<file path="src/rtl/program_run_controller_if.sv">
// Host/memory/register-file/core signal bundle for one program run controller.
// The host (master) drives the image stream, start/abort and the core PC; the controller (slave) drives the rest.
interface program_run_controller_if #(
    parameter int CYC_WIDTH = 32
);
    logic                 start;
    logic                 abort;
    logic                 load_valid;
    logic                 load_ready;
    logic [31:0]          load_data;
    logic                 load_last;
    logic                 mem_we;
    logic [31:0]          mem_addr;
    logic [31:0]          mem_wdata;
    logic                 reg_we;
    logic [3:0]           reg_addr;
    logic [31:0]          reg_wdata;
    logic                 cpu_reset;
    logic [31:0]          cpu_pc;
    logic                 busy;
    logic                 done;
    logic                 fault;
    logic [1:0]           fault_code;
    logic [CYC_WIDTH-1:0] cycle_count;

    modport master (
        output start, abort, load_valid, load_data, load_last, cpu_pc,
        input  load_ready, mem_we, mem_addr, mem_wdata, reg_we, reg_addr, reg_wdata,
               cpu_reset, busy, done, fault, fault_code, cycle_count
    );

    modport slave (
        input  start, abort, load_valid, load_data, load_last, cpu_pc,
        output load_ready, mem_we, mem_addr, mem_wdata, reg_we, reg_addr, reg_wdata,
               cpu_reset, busy, done, fault, fault_code, cycle_count
    );
endinterface

</file>
<file path="src/rtl/program_run_controller.sv">
// Loads a program image, seeds SP/LR, runs the core until PC hits LR or the cycle budget expires.
// All outputs registered; image words are written one cycle after handshake, one word per cycle max.
module program_run_controller #(
    parameter int          ADDR_WIDTH = 20,
    parameter logic [31:0] SP_INIT    = 32'h003F_FFFC,
    parameter int          MAX_CYCLES = 1000000,
    parameter int          CYC_WIDTH  = 32
) (
    input  logic                     clk,
    input  logic                     reset,
    program_run_controller_if.slave  bus
);
    localparam logic [2:0] S_IDLE    = 3'd0;
    localparam logic [2:0] S_LOAD    = 3'd1;
    localparam logic [2:0] S_INIT_SP = 3'd2;
    localparam logic [2:0] S_INIT_LR = 3'd3;
    localparam logic [2:0] S_RUN     = 3'd4;
    localparam logic [2:0] S_DONE    = 3'd5;
    localparam logic [2:0] S_FAULT   = 3'd6;

    localparam logic [1:0] FC_NONE    = 2'd0;
    localparam logic [1:0] FC_OVERFLW = 2'd1;
    localparam logic [1:0] FC_TIMEOUT = 2'd2;

    localparam logic [31:0]           LR_INIT   = SP_INIT + 32'd4;
    localparam logic [ADDR_WIDTH-1:0] IDX_LAST  = '1;
    localparam logic [CYC_WIDTH-1:0]  CYC_LIMIT = CYC_WIDTH'(MAX_CYCLES - 1);
    localparam logic [CYC_WIDTH-1:0]  CYC_SAT   = '1;

    logic [2:0]            state_q, state_d;
    logic [ADDR_WIDTH-1:0] index_q, index_d;
    logic                  load_ready_q, load_ready_d;
    logic                  mem_we_q, mem_we_d;
    logic [31:0]           mem_addr_q, mem_addr_d;
    logic [31:0]           mem_wdata_q, mem_wdata_d;
    logic                  reg_we_q, reg_we_d;
    logic [3:0]            reg_addr_q, reg_addr_d;
    logic [31:0]           reg_wdata_q, reg_wdata_d;
    logic                  cpu_reset_q, cpu_reset_d;
    logic                  busy_q, busy_d;
    logic                  done_q, done_d;
    logic                  fault_q, fault_d;
    logic [1:0]            fault_code_q, fault_code_d;
    logic [CYC_WIDTH-1:0]  cycle_q, cycle_d;
    logic                  xfer;

    assign xfer = (state_q == S_LOAD) && bus.load_valid && load_ready_q;

    always_comb begin
        state_d      = state_q;
        index_d      = index_q;
        load_ready_d = load_ready_q;
        mem_we_d     = 1'b0;
        mem_addr_d   = mem_addr_q;
        mem_wdata_d  = mem_wdata_q;
        reg_we_d     = 1'b0;
        reg_addr_d   = reg_addr_q;
        reg_wdata_d  = reg_wdata_q;
        cpu_reset_d  = cpu_reset_q;
        done_d       = done_q;
        fault_d      = fault_q;
        fault_code_d = fault_code_q;
        cycle_d      = cycle_q;

        // Abort overrides start and drops any write that would have been issued this cycle.
        if (bus.abort) begin
            state_d      = S_IDLE;
            load_ready_d = 1'b0;
            cpu_reset_d  = 1'b1;
            done_d       = 1'b0;
            fault_d      = 1'b0;
            fault_code_d = FC_NONE;
        end else begin
            case (state_q)
                S_IDLE, S_DONE, S_FAULT: begin
                    if (bus.start) begin
                        state_d      = S_LOAD;
                        index_d      = '0;
                        load_ready_d = 1'b1;
                        cpu_reset_d  = 1'b1;
                        done_d       = 1'b0;
                        fault_d      = 1'b0;
                        fault_code_d = FC_NONE;
                        cycle_d      = '0;
                    end
                end
                S_LOAD: begin
                    if (xfer) begin
                        mem_we_d    = 1'b1;
                        mem_addr_d  = 32'({index_q, 2'b00});
                        mem_wdata_d = bus.load_data;
                        index_d     = index_q + ADDR_WIDTH'(1);
                        if (bus.load_last) begin
                            state_d      = S_INIT_SP;
                            load_ready_d = 1'b0;
                            reg_we_d     = 1'b1;
                            reg_addr_d   = 4'd13;
                            reg_wdata_d  = SP_INIT;
                        end else if (index_q == IDX_LAST) begin
                            state_d      = S_FAULT;
                            load_ready_d = 1'b0;
                            fault_d      = 1'b1;
                            fault_code_d = FC_OVERFLW;
                        end
                    end
                end
                S_INIT_SP: begin
                    state_d     = S_INIT_LR;
                    reg_we_d    = 1'b1;
                    reg_addr_d  = 4'd14;
                    reg_wdata_d = LR_INIT;
                end
                S_INIT_LR: begin
                    state_d     = S_RUN;
                    cpu_reset_d = 1'b0;
                end
                S_RUN: begin
                    if (cycle_q != CYC_SAT) begin
                        cycle_d = cycle_q + CYC_WIDTH'(1);
                    end
                    // A halt seen on the budget's last cycle still counts as a clean finish.
                    if (bus.cpu_pc == LR_INIT) begin
                        state_d     = S_DONE;
                        done_d      = 1'b1;
                        cpu_reset_d = 1'b1;
                    end else if (cycle_q == CYC_LIMIT) begin
                        state_d      = S_FAULT;
                        fault_d      = 1'b1;
                        fault_code_d = FC_TIMEOUT;
                        cpu_reset_d  = 1'b1;
                    end
                end
                default: begin
                    state_d     = S_IDLE;
                    cpu_reset_d = 1'b1;
                end
            endcase
        end

        busy_d = (state_d == S_LOAD) || (state_d == S_INIT_SP) ||
                 (state_d == S_INIT_LR) || (state_d == S_RUN);
    end

    always_ff @(posedge clk or posedge reset) begin
        if (reset) begin
            state_q      <= S_IDLE;
            index_q      <= '0;
            load_ready_q <= 1'b0;
            mem_we_q     <= 1'b0;
            mem_addr_q   <= '0;
            mem_wdata_q  <= '0;
            reg_we_q     <= 1'b0;
            reg_addr_q   <= '0;
            reg_wdata_q  <= '0;
            cpu_reset_q  <= 1'b1;
            busy_q       <= 1'b0;
            done_q       <= 1'b0;
            fault_q      <= 1'b0;
            fault_code_q <= FC_NONE;
            cycle_q      <= '0;
        end else begin
            state_q      <= state_d;
            index_q      <= index_d;
            load_ready_q <= load_ready_d;
            mem_we_q     <= mem_we_d;
            mem_addr_q   <= mem_addr_d;
            mem_wdata_q  <= mem_wdata_d;
            reg_we_q     <= reg_we_d;
            reg_addr_q   <= reg_addr_d;
            reg_wdata_q  <= reg_wdata_d;
            cpu_reset_q  <= cpu_reset_d;
            busy_q       <= busy_d;
            done_q       <= done_d;
            fault_q      <= fault_d;
            fault_code_q <= fault_code_d;
            cycle_q      <= cycle_d;
        end
    end

    assign bus.load_ready  = load_ready_q;
    assign bus.mem_we      = mem_we_q;
    assign bus.mem_addr    = mem_addr_q;
    assign bus.mem_wdata   = mem_wdata_q;
    assign bus.reg_we      = reg_we_q;
    assign bus.reg_addr    = reg_addr_q;
    assign bus.reg_wdata   = reg_wdata_q;
    assign bus.cpu_reset   = cpu_reset_q;
    assign bus.busy        = busy_q;
    assign bus.done        = done_q;
    assign bus.fault       = fault_q;
    assign bus.fault_code  = fault_code_q;
    assign bus.cycle_count = cycle_q;
endmodule
</file>
<file path="src/flat_wrapper.sv">
// flat-port wrapper written by rule: the top's interface ports become plain ports
module program_run_controller_flat 
#(
    parameter int          ADDR_WIDTH = 20,
    parameter logic [31:0] SP_INIT    = 32'h003F_FFFC,
    parameter int          MAX_CYCLES = 1000000,
    parameter int          CYC_WIDTH  = 32
)
  (clk, reset, bus_start, bus_abort, bus_load_valid, bus_load_data, bus_load_last, bus_cpu_pc, bus_load_ready, bus_mem_we, bus_mem_addr, bus_mem_wdata, bus_reg_we, bus_reg_addr, bus_reg_wdata, bus_cpu_reset, bus_busy, bus_done, bus_fault, bus_fault_code, bus_cycle_count);
  program_run_controller_if #(.CYC_WIDTH(CYC_WIDTH)) bus_i ();
  input  logic clk;
  input  logic reset;
  input wire logic [$bits(bus_i.start)-1:0] bus_start;
  input wire logic [$bits(bus_i.abort)-1:0] bus_abort;
  input wire logic [$bits(bus_i.load_valid)-1:0] bus_load_valid;
  input wire logic [$bits(bus_i.load_data)-1:0] bus_load_data;
  input wire logic [$bits(bus_i.load_last)-1:0] bus_load_last;
  input wire logic [$bits(bus_i.cpu_pc)-1:0] bus_cpu_pc;
  output wire logic [$bits(bus_i.load_ready)-1:0] bus_load_ready;
  output wire logic [$bits(bus_i.mem_we)-1:0] bus_mem_we;
  output wire logic [$bits(bus_i.mem_addr)-1:0] bus_mem_addr;
  output wire logic [$bits(bus_i.mem_wdata)-1:0] bus_mem_wdata;
  output wire logic [$bits(bus_i.reg_we)-1:0] bus_reg_we;
  output wire logic [$bits(bus_i.reg_addr)-1:0] bus_reg_addr;
  output wire logic [$bits(bus_i.reg_wdata)-1:0] bus_reg_wdata;
  output wire logic [$bits(bus_i.cpu_reset)-1:0] bus_cpu_reset;
  output wire logic [$bits(bus_i.busy)-1:0] bus_busy;
  output wire logic [$bits(bus_i.done)-1:0] bus_done;
  output wire logic [$bits(bus_i.fault)-1:0] bus_fault;
  output wire logic [$bits(bus_i.fault_code)-1:0] bus_fault_code;
  output wire logic [$bits(bus_i.cycle_count)-1:0] bus_cycle_count;
  assign bus_i.start = bus_start;
  assign bus_i.abort = bus_abort;
  assign bus_i.load_valid = bus_load_valid;
  assign bus_i.load_data = bus_load_data;
  assign bus_i.load_last = bus_load_last;
  assign bus_i.cpu_pc = bus_cpu_pc;
  assign bus_load_ready = bus_i.load_ready;
  assign bus_mem_we = bus_i.mem_we;
  assign bus_mem_addr = bus_i.mem_addr;
  assign bus_mem_wdata = bus_i.mem_wdata;
  assign bus_reg_we = bus_i.reg_we;
  assign bus_reg_addr = bus_i.reg_addr;
  assign bus_reg_wdata = bus_i.reg_wdata;
  assign bus_cpu_reset = bus_i.cpu_reset;
  assign bus_busy = bus_i.busy;
  assign bus_done = bus_i.done;
  assign bus_fault = bus_i.fault;
  assign bus_fault_code = bus_i.fault_code;
  assign bus_cycle_count = bus_i.cycle_count;
  program_run_controller #(.ADDR_WIDTH(ADDR_WIDTH), .SP_INIT(SP_INIT), .MAX_CYCLES(MAX_CYCLES), .CYC_WIDTH(CYC_WIDTH)) u_core (.clk(clk), .reset(reset), .bus(bus_i));
endmodule
</file>
<file path="config.mk">
export PLATFORM = sky130hd
export DESIGN_NAME = program_run_controller_flat
export DESIGN_NICKNAME = d
export VERILOG_FILES = /design/src/rtl/program_run_controller_if.sv /design/src/rtl/program_run_controller.sv /design/src/flat_wrapper.sv
export SDC_FILE = /design/constraint.sdc
export NUM_CORES = 1
export LEC_CHECK = 0
export CAP_MARGIN = 15
export CORE_AREA = 3 3 142 117
export DETAILED_ROUTE_END_ITERATION = 8
export DIE_AREA = 0 0 145 120
export DONT_BUFFER_PORTS = 1
export PLACE_DENSITY = 0.57
export SLEW_MARGIN = 20
export SYNTH_ARGS = -nofsm -noshare
export SYNTH_HDL_FRONTEND = slang
export SYNTH_SLANG_ARGS = --single-unit
</file>
<file path="constraint.sdc">
create_clock -name clk -period 4.1 [get_ports clk]
set_input_delay 0.615 -clock clk [delete_from_list [all_inputs] [get_ports clk]]
set_output_delay 0.615 -clock clk [all_outputs]
set_load 0.05 [all_outputs]
</file>
Yosys cells after proc, flatten, opt, wreduce, memory -nomap -nowiden --
Index checks and enable logic that the tools add are counted.
Word-level totals: word-level logic and storage cells 123, output and inout port bits 141, bits of input ports 70, register bits after elaboration 152
Operators by class: mux-type cells 55, reduce and logical (&&, ||, !) cells 22, bitwise logic cells 1, eq/ne operators 28, $add $sub $neg 2
Operators by type and width (number):
- $mux 32 | 4
- $pmux 32 s2 | 2
- $mux 20 | 2
- $pmux 20 s2 | 1
- $add 32x1->32 const B | 1
- $eq 32x20->1 const B | 1
- $eq 32x23->1 const B | 1
- $ne 32x32->1 const B | 1
- $mux 1 | 22
- $mux 3 | 7
- $add 20x1->20 const B | 1
- $eq 20x20->1 const B | 1
- $reduce_and 4->1 | 4
- $pmux 3 s5 | 1
- $mux 2 | 7
- $eq 3x2->1 const B | 4
- $eq 3x3->1 const B | 4
- $ne 3x3->1 const B | 4
- $ne 3x2->1 const B | 3
- $reduce_and 3->1 | 3
- $mux 4 | 2
- $pmux 4 s2 | 1
- $reduce_and 7->1 | 1
- $eq 3x1->1 const B | 2
- other kinds (17) | 28

Logic depth before layout (Yosys ltp) --
depth in word-level cells 10, mapped depth 9, depth with buffers taken out 8

Worst setup path after synthesis --
No wires, ideal clock.
kind reg-to-reg, start register u_core.cycle_q[0] (netlist: u_core.bus.cycle_count[0]), end register u_core.cycle_q[11] (netlist: u_core.bus.cycle_count[11]), setup time 0.144 ns, slack 1.781 ns, data arrival time 2.175 ns, cell stages (with the launch flop) 10, period minus slack after synthesis 2.319 ns, data required time 3.956 ns, path through dfrtp_1 -> ha_1 -> nand3_1 -> or2_0 -> clkbuf_1 -> nor3_2 -> a21o_1 -> buf_2 -> or3_1 -> a21oi_1
Between the ends: cells in the longest elaborated chain, start to end 3, elaborated cells on any way between the ends 6
Ends and longest elaborated chain:
- start: declaration | line program_run_controller.sv:44 | logic [CYC_WIDTH-1:0] cycle_q, cycle_d;
- start signal: assignment | line program_run_controller.sv:176 | cycle_q <= cycle_d;
- $add 32x1->32 or $ne 32x32->1 (tied branches) | line program_run_controller.sv:119, program_run_controller.sv:118
- $mux 32 or $ne 2x1->1 (tied branches)
- $pmux 32 s2 or $reduce_and 4->1 (tied branches)
Parallel ways exist; a longest one is shown, timed or not. The select of a mux whose other input is x is not followed. A chain may end at the register's enable or synchronous reset.

Final worst setup path --
start register u_core.cycle_q[1] (netlist: u_core.bus.cycle_count[1]), end register u_core.cycle_q[11] (netlist: u_core.bus.cycle_count[11])
The elaborated chain is that of the path after synthesis.

==> out/summary.txt <==
Max-cap violations -> 0
Wire per inst -> 18.4 um
# IOs -> 211
Rel. slew slack -> 35.7%
Largest net degree at the start of global routing -> 60
Final setup viols -> 0
Switching pwr -> 1.67 mW
Endpoints failing hold -> 0
DP Area -> 6080 um^2
Setup CP Type -> reg -> reg
Unrepaired setup endpoints after global routing -> false
Max Root-Sink Buffers -> 2
Distinct cell type count after synthesis -> 71
Min Hold Slack -> 222 ps
Filler instances -> 1447
Finished Core Util -> 43.2%
Share of cells above drive strength 1 -> 20.1%
CP max FO -> 24
Arr. time, crit path -> 3190 ps
Core box area -> 15400 um^2
DRT antenna net count -> 0
First-pass GRT wire length -> 23100 um
Switching Fraction -> 40.4%
Clock root cell -> clkbuf_16
P_int -> 2.46 mW
Area contributors post-synth -> dfrtp_1 (49%), mux2_2 (9.8%), buf_4 (5.6%)
Most common cell after layout, fill and taps aside -> dfrtp_1
Total clock sinks -> 119
Synth Flop Type -> dfrtp_1
DRC -> 0
Setup bufs post-CTS -> 0
Dpl hpwl -> 10200 um
Drt total wl -> 14300 um
Vias/cell -> 5.45
Port Buf Inserts -> 0
Die area -> 17400 um^2
Die height -> 120 um
Total number of vias -> 4237
Area Overhead vs Synth -> 9.91%
Final Max Tran Viols -> 0
Number of warnings issued by yosys -> 0
Startpoint types -> flip-flop
Tcrit/Tclk final -> 69.8%
# diodes -> 0
All-Layer GR Usage -> 16.7%
Synth top area share -> 48.6%
Die width -> 145 um
Peak supply drop -> 0.361 mV
Fin nets -> 624
Row count -> 41
Post-Syn Area -> 6070 um^2
Yosys top cell by area -> dfrtp_1
GPL Wtd Cong -> 0.834
Clock skew -> 6.05 ps
Post-synth EDFFs -> 0
1st-iter DRT viols -> 300
Hold_buf cts -> 0
CTS tree -> built
Worst-Margin Slew -> 965 ps
Skew-Pair Late Insertion Delay -> 410 ps
Post-synthesis register bit count -> 119
Vias in the first global route -> 4293
Total gr overflow -> 0
Post-route setup TNS -> 0 ps
Post-cts resize count -> 0
Async SR Flop Fraction -> 100%
Final WS setup -> 1240 ps
Post-layout instance area -> 6680 um^2
Flop pwr share -> 45.6%
H-tree Lvls -> 4
CTS Buf Count -> 17
Clock Power Share -> 36.5%
CP required -> 4430 ps
Combinational share of power -> 17.9%
Status -> completed
Initial antenna violation count -> 0
Mapped Cells -> 573
Clk slew on worst S/H paths -> 60 ps
Leak Pwr -> 2.82 nW
Pre-CTS setup slack -> 1320 ps
Register area share after synthesis -> 49.1%
Avg Synthesized Cell Area -> 10.6 um^2
DR pass1 iterations -> 4
Most frequent cells in the layout -> dfrtp_1 (117), mux2_2 (53), nor2_1 (50)
Fmax achieved -> 350 MHz
Worst Hold Class -> in -> async
Worst setup EP type -> flip-flop
Final min period -> 2860 ps
P per Cell Area -> 618 nW/um^2
Initial Util -> 39.3%
## worst max-delay path, cell delays in order, from the launching register on
cell     delay, ps
dfrtp_1        700
ha_1           330
nand3_1        110
or2_0          370
nor3_2         380
a21o_1         540
o21ai_0        170
a21oi_1        170
## logic make-up (layout without fill, tap and decap cells)
kind of cell             Yosys count  count (layout)  synth area share, %
buffers and inverters             82              50                 8.20
multiplexers                      55              55                 10.2
XOR/XNOR                          36              36                 5.19
AO/OA/AOI/OAI                     73              73                 8.59
other                              1              23               0.0617
adder cells (fa/ha/maj)            3               3                0.577
flip-flops                       119             119                 49.1
AND/OR/NAND/NOR                  204             204                 18.1
## synth_stat cells, types with 10 or more instances
cell type,instances
nand2_1,37
nand3_1,23
buf_2,11
inv_1,10
dfrtp_1,118
nor2_1,51
a21oi_1,17
nor4_1,20
o21ai_0,14
nand4_1,10
xnor2_1,33
nor3_1,12
clkbuf_1,13
buf_4,45
mux2_2,53
## path summary, 6_finish.rpt
path,start,slack [ps],endpoint,cells past startpoint
max in group asynchronous,reset,2950,u_core.index_q[9]$_DFFE_PP0P_,2
setup reg to reg,u_core.bus.cycle_count[1]$_DFFE_PP0P_,1240,u_core.bus.cycle_count[11]$_DFFE_PP0P_,7
min in group clk,bus_abort,260,u_core.bus.fault$_DFFE_PP0P_,1
setup / recovery,u_core.bus.cycle_count[1]$_DFFE_PP0P_,1240,u_core.bus.cycle_count[11]$_DFFE_PP0P_,7
hold / removal,reset,220,u_core.bus.mem_wdata[5]$_DFFE_PP0P_,1
hold reg to reg,u_core.index_q[1]$_DFFE_PP0P_,550,u_core.index_q[1]$_DFFE_PP0P_,2
## cell type report
type	instances	area, um^2	area share (%)
well taps	215	269	4.03
flip-flops and latches	119	2980	44.7
clock inverters	9	125	1.87
clock buffers	21	470	7.05
multi-input cells	394	2690	40.3
inverters	12	47.5	0.712
repair buffers	8	92.6	1.39
## stage by stage
| step | power, mW | instances |
|---|---|---|
| CTS | 4.18 | 778 |
| global placement | 2.64 | 748 |
| finish | 4.13 | 778 |
| floorplan | 2.69 | 595 |
| detailed placement | 2.65 | 748 |
| global route | 4.29 | 778 |
## layer usage
metal  up-vias  wire (um)  track usage, %
met1      2126       6380            21.9
met4         0        293            7.83
met2       145       6430            24.7
li1       1942          -               -
met3        24       1180            6.12
met5         -          0               0
## power groups by stage
stage	sequential (mW)	combinational (mW)	clock [mW]
6_report	1.88	0.739	1.51
2_1_floorplan	1.88	0.816	0
5_1_grt	1.90	0.781	1.61
4_1_cts	1.89	0.746	1.55
3_5_place_dp	1.91	0.746	0
3_3_place_gp	1.90	0.735	0
## state kept, by name (all words and copies together), names as in the netlist
signal	cells
u_core.bus.mem_wdata	32
u_core.bus.cycle_count	32
u_core.bus.busy	1
u_core.bus.cpu_reset	1
u_core.bus.fault	1
u_core.bus.reg_addr	3
u_core.bus.fault_code	2
u_core.bus.reg_we	1
u_core.bus.done	1
u_core.state_q	3
u_core.index_q	20
u_core.bus.mem_addr	20
u_core.bus.mem_we	1
u_core.bus.load_ready	1
Power figures use the tool's default switching activity.
